--- src/rtl/gate_sweep_ctrl_pkg.sv ---
// rtl/gate_sweep_ctrl_pkg.sv - shared states, golden table and y-bit map for the basic_gate sweep
package gate_sweep_ctrl_pkg;

  // Sequencer states
  typedef enum logic [2:0] {
    S_IDLE   = 3'd0,
    S_APPLY  = 3'd1,
    S_WAIT   = 3'd2,
    S_SAMPLE = 3'd3,
    S_FINISH = 3'd4
  } state_t;

  // Bit positions of each gate function inside gate_y, kept here for later checkers
  localparam int Y_AND  = 0;
  localparam int Y_OR   = 1;
  localparam int Y_NAND = 2;
  localparam int Y_NOR  = 3;
  localparam int Y_XOR  = 4;
  localparam int Y_XNOR = 5;
  localparam int Y_NOTA = 6;

  // Golden gate_y for each {a,b} input vector
  localparam logic [6:0] EXP0 = 7'h6C;
  localparam logic [6:0] EXP1 = 7'h56;
  localparam logic [6:0] EXP2 = 7'h16;
  localparam logic [6:0] EXP3 = 7'h23;

  // Golden lookup by vector index
  function automatic logic [6:0] exp_for(input logic [1:0] idx);
    logic [6:0] r;
    case (idx)
      2'd0:    r = EXP0;
      2'd1:    r = EXP1;
      2'd2:    r = EXP2;
      default: r = EXP3;
    endcase
    return r;
  endfunction

endpackage

--- src/rtl/gate_settle_timer.sv ---
// rtl/gate_settle_timer.sv - settle counter: load to zero, count while enabled, flag the last wait cycle
module gate_settle_timer #(
  parameter int SETTLE_CYCLES = 2,
  parameter int CNT_W         = 4
) (
  input  logic clk,
  input  logic rst_n,
  input  logic load,
  input  logic en,
  output logic expired
);

  // Count value seen during the final wait cycle; unused when there is no wait at all
  localparam logic [CNT_W-1:0] LAST = (SETTLE_CYCLES > 0) ? CNT_W'(SETTLE_CYCLES - 1) : '0;

  logic [CNT_W-1:0] cnt;

  // Counter: load has priority, otherwise advance while the sequencer waits
  always_ff @(posedge clk or negedge rst_n) begin
    if (!rst_n) begin
      cnt <= '0;
    end else if (load) begin
      cnt <= '0;
    end else if (en) begin
      cnt <= cnt + 1'b1;
    end
  end

  assign expired = (cnt == LAST);

endmodule

--- src/rtl/gate_sweep_ctrl.sv ---
// rtl/gate_sweep_ctrl.sv - stimulus/checker sequencer sweeping basic_gate through all four input vectors
module gate_sweep_ctrl #(
  parameter int SETTLE_CYCLES = 2,
  parameter int CNT_W         = 4
) (
  input  logic       clk,
  input  logic       rst_n,
  input  logic       start,
  input  logic       abort,
  output logic       gate_a,
  output logic       gate_b,
  input  logic [6:0] gate_y,
  output logic       busy,
  output logic       done,
  output logic       pass,
  output logic [3:0] err_mask,
  input  logic [1:0] rd_idx,
  output logic [6:0] rd_data
);

  import gate_sweep_ctrl_pkg::*;

  localparam bit HAS_WAIT = (SETTLE_CYCLES > 0);

  state_t     state;
  logic [1:0] idx;
  logic [6:0] capture [4];
  logic       timer_expired;
  logic       mismatch;
  logic [3:0] mask_upd;

  gate_settle_timer #(
    .SETTLE_CYCLES (SETTLE_CYCLES),
    .CNT_W         (CNT_W)
  ) u_timer (
    .clk     (clk),
    .rst_n   (rst_n),
    .load    (state == S_APPLY),
    .en      (state == S_WAIT),
    .expired (timer_expired)
  );

  // Golden compare of the current vector and the error mask it would produce
  always_comb begin
    mismatch      = (gate_y != exp_for(idx));
    mask_upd      = err_mask;
    mask_upd[idx] = mismatch;
  end

  // Sequencer: walks the four vectors, captures results, reports done/pass
  always_ff @(posedge clk or negedge rst_n) begin
    if (!rst_n) begin
      state    <= S_IDLE;
      idx      <= 2'd0;
      gate_a   <= 1'b0;
      gate_b   <= 1'b0;
      busy     <= 1'b0;
      done     <= 1'b0;
      pass     <= 1'b0;
      err_mask <= 4'd0;
      for (int i = 0; i < 4; i++) capture[i] <= 7'd0;
    end else begin
      done <= 1'b0;
      case (state)
        S_IDLE: begin
          if (start && !abort) begin
            state    <= S_APPLY;
            busy     <= 1'b1;
            idx      <= 2'd0;
            err_mask <= 4'd0;
            pass     <= 1'b0;
            gate_a   <= 1'b0;
            gate_b   <= 1'b0;
          end
        end
        S_APPLY, S_WAIT, S_SAMPLE: begin
          if (abort) begin
            // Partial captures and err_mask are left intact for inspection
            state  <= S_IDLE;
            busy   <= 1'b0;
            pass   <= 1'b0;
            gate_a <= 1'b0;
            gate_b <= 1'b0;
          end else if (state == S_APPLY) begin
            state <= HAS_WAIT ? S_WAIT : S_SAMPLE;
          end else if (state == S_WAIT) begin
            if (timer_expired) state <= S_SAMPLE;
          end else begin
            capture[idx] <= gate_y;
            err_mask     <= mask_upd;
            if (idx == 2'd3) begin
              state <= S_FINISH;
              done  <= 1'b1;
              pass  <= (mask_upd == 4'd0);
            end else begin
              idx              <= idx + 2'd1;
              {gate_a, gate_b} <= idx + 2'd1;
              state            <= S_APPLY;
            end
          end
        end
        S_FINISH: begin
          state  <= S_IDLE;
          busy   <= 1'b0;
          gate_a <= 1'b0;
          gate_b <= 1'b0;
        end
        default: begin
          state <= S_IDLE;
          busy  <= 1'b0;
        end
      endcase
    end
  end

  assign rd_data = capture[rd_idx];

endmodule

--- config.mk ---
export PLATFORM = sky130hd
export DESIGN_NAME = gate_sweep_ctrl
export DESIGN_NICKNAME = d
export VERILOG_FILES = /design/src/rtl/gate_sweep_ctrl_pkg.sv /design/src/rtl/gate_settle_timer.sv /design/src/rtl/gate_sweep_ctrl.sv
export SDC_FILE = /design/constraint.sdc
export NUM_CORES = 1
export LEC_CHECK = 0
export BUFFER_PORTS_ARGS = -buffer_cell sky130_fd_sc_hd__buf_2
export CAP_MARGIN = 10
export CORE_UTILIZATION = 64
export CTS_BUF_LIST = sky130_fd_sc_hd__clkbuf_4
export CTS_CLUSTER_SIZE = 8
export DETAILED_ROUTE_END_ITERATION = 16
export PLACE_DENSITY_LB_ADDON = 0.1
export SLEW_MARGIN = 20
export SYNTH_ARGS = -nofsm -noshare
export SYNTH_HDL_FRONTEND = slang
export SYNTH_SLANG_ARGS = --single-unit
--- constraint.sdc ---
create_clock -name clk -period 3.7 [get_ports clk]
set_clock_uncertainty 0.05 [all_clocks]
set_input_delay 0.74 -clock clk [delete_from_list [all_inputs] [get_ports clk]]
set_output_delay 0.74 -clock clk [all_outputs]
set_load 0.03 [all_outputs]
==> out/metrics.cfg <==
[status]
status=completed

[power_and_ir_drop]
p_switching_mw=0.643
seqPwrFrac_pct=45.5
p_leak_nw=1.29
p_int_mw=1.07
power.density_nw_per_um2=669
swShare_pct=37.5
p_clk_share_pct=17.6
max-vdd-ir-drop_mv=0.340
share_comb_of_total_power_pct=36.9

[setup_path]
critPathCapture=rd_data[6]
arrival_ns=1.72
path_max_fanout=7
critPathKind=in2out
crit_required_ns=2.91
start_kind=input pin
r2r_start=state[0]
reg2reg_depth=5
endpoint_kind=output pin
r2r-end=capture[0]
r2r_setup_slack_ns=1.64
critPathLaunch=rd_idx[0]

[routing]
dr.first_iter.drc_count=116
vias=1567
route.detailed.drc=0
wire_per_inst_microns=16.8
routed_wl_microns=4440
vias_per_cell=5.94
drtAntennaViolNets=0
dr.pass1.iters=4

[clock_network]
cts.sinks=46
clkTransAtPathRegs_ns=0.13
clockBufferDepth=2
numCtsBuffers=5
cts-resized-gates=0
cts-hold-fix-buffers=0
cts_tree=yes
clkLatencyLatePin_ns=0.36
postCtsSetupBuffers=0
h-tree-depth=2
clock_tree.root_cell=clkbuf_4

[run]
maxCapViolations=0

[cells_and_area]
nFillCells=227
area_delta_synth_final_pct=10.0
final_core_util_pct=74.9
stdcell_count=264
layout-drive-gt1-share_pct=35.3
n_antenna_cell=0
nNetsFinal=238
mostFrequentLayoutCells=dfrtp_1 (46), buf_2 (27), mux2_2 (25)
final_common_cell=dfrtp_1

[sta]
rsz0062_at_grt=no
clock.fmax_ghz=0.399
setup_viol=0
timing.final.ws_setup_ns=1.19
slew_violations=0
relSlewSlack_pct=62.9
timing.final.crit_share_pct=67.7
worst_slew_pin_slew_ns=0.557
fin_crit_ns=2.51
finalHoldViolations=0
setup_tns_ns=0

[global_route]
antenna_found_initial=0
grt_use_total_pct=26.4
grt_max_degree=47
grt_pass1_wl_microns=7800
grt_overflow=0
grt_pass1_vias=1647

[placed_design]
hpwl_microns=3230
dpl_worst_slack_ns=1.19
dp_cells=256
io_buffers=28
gp_congestion=0.811

[floorplan]
fp.dieH_microns=62.3
boundaryPins=29
start_util_pct=68.1
die_area_sq_um=3880
core_sq_um=3420
fp.dieW_microns=62.3
std_cell_rows=21

[yosys]
syn_area_per_cell_sq_um=12.2
async_flop_share_pct=100
synth_top_area_cell=dfrtp_1
synth_edf_count=0
ys_types=43
synthTopCellsByArea=dfrtp_1 (50%), mux2_2 (12%), mux4_2 (6.8%)
yosysTopAreaCellShare_pct=49.5
synth_ff_type=dfrtp_1
synthesis.nets=211
syn_inst=190
synth_area_sq_um=2320
synth_seq_cells=46
synth_warnings=0
ys_seq_area_share_pct=49.5

[worst_hold_path]
hold_class=in2async

routing by layer:
layer	track usage, %	vias up	part of all wire [%]
met5	0	-	0
met2	44.0	33	52
met3	3.49	7	3.3
li1	-	739	-
met4	10.2	0	1.6
met1	35.6	788	43
registers in the layout, summed over array words and instances (netlist names), 2 cells and up:
name / cells
capture: 28
err_mask: 4
idx: 2
state: 3
u_timer.cnt: 4
power by group through the flow:
| stage | clock, mW | sequential, mW | combinational [mW] |
|---|---|---|---|
| finish | 0.302 | 0.778 | 0.632 |
| global route | 0.324 | 0.803 | 0.696 |
| CTS | 0.306 | 0.777 | 0.635 |
| detailed placement | 0 | 0.786 | 0.632 |
| global placement | 0 | 0.768 | 0.602 |
| floorplan | 0 | 0.764 | 0.503 |
critical path: stages:
cell and delay, ns:
buf_2 0.24, mux4_2 0.54, buf_2 0.19
through the flow:
step           power, mW  hold WS, ns  instance area, sq um
6_report            1.71        0.300                  2560
5_1_grt             1.82        0.346                  2560
4_1_cts             1.72        0.467                  2550
3_5_place_dp        1.42        0.437                  2480
3_3_place_gp        1.37        0.413                  2480
2_1_floorplan       1.27        0.394                  2320
cell usage after synthesis (all sizes together), types with 4 or more instances:
| master | n |
|---|---|
| a21oi | 8 |
| buf | 6 |
| dfrtp | 46 |
| ha | 8 |
| inv | 8 |
| mux2 | 28 |
| mux4 | 7 |
| nand2 | 13 |
| nand2b | 4 |
| nor2 | 6 |
| nor3 | 5 |
| o21ai | 22 |
kinds of logic (layout without fill, tap and decap cells):
group / after synthesis / in the layout / synth area share (%)
AO/OA/AOI/OAI: 41 / 41 / 10.4
adder cells (fa/ha/maj): 8 / 8 / 4.31
flip-flops: 46 / 46 / 49.5
buffers and inverters: 18 / 46 / 3.61
XOR/XNOR: 4 / 4 / 1.51
AND/OR/NAND/NOR: 38 / 38 / 10.3
multiplexers: 35 / 35 / 20.3
worst min-delay path by stage:
stage,end
2_1_floorplan,busy
3_3_place_gp,capture[5]
3_5_place_dp,pass
4_1_cts,pass
5_1_grt,pass
6_report,pass
final cells by class:
cell class              instances  area [sq um]  area share [%]
clock buffers                   5          37.5            1.47
inverters                      10          38.8            1.52
clock inverters                 3          40.0            1.57
well taps                      46          57.6            2.25
multi-input cells             126          1090            42.6
flip-flops and latches         46          1150            45.0
repair buffers                 28           143            5.58
(Power assumes the default switching activity.)
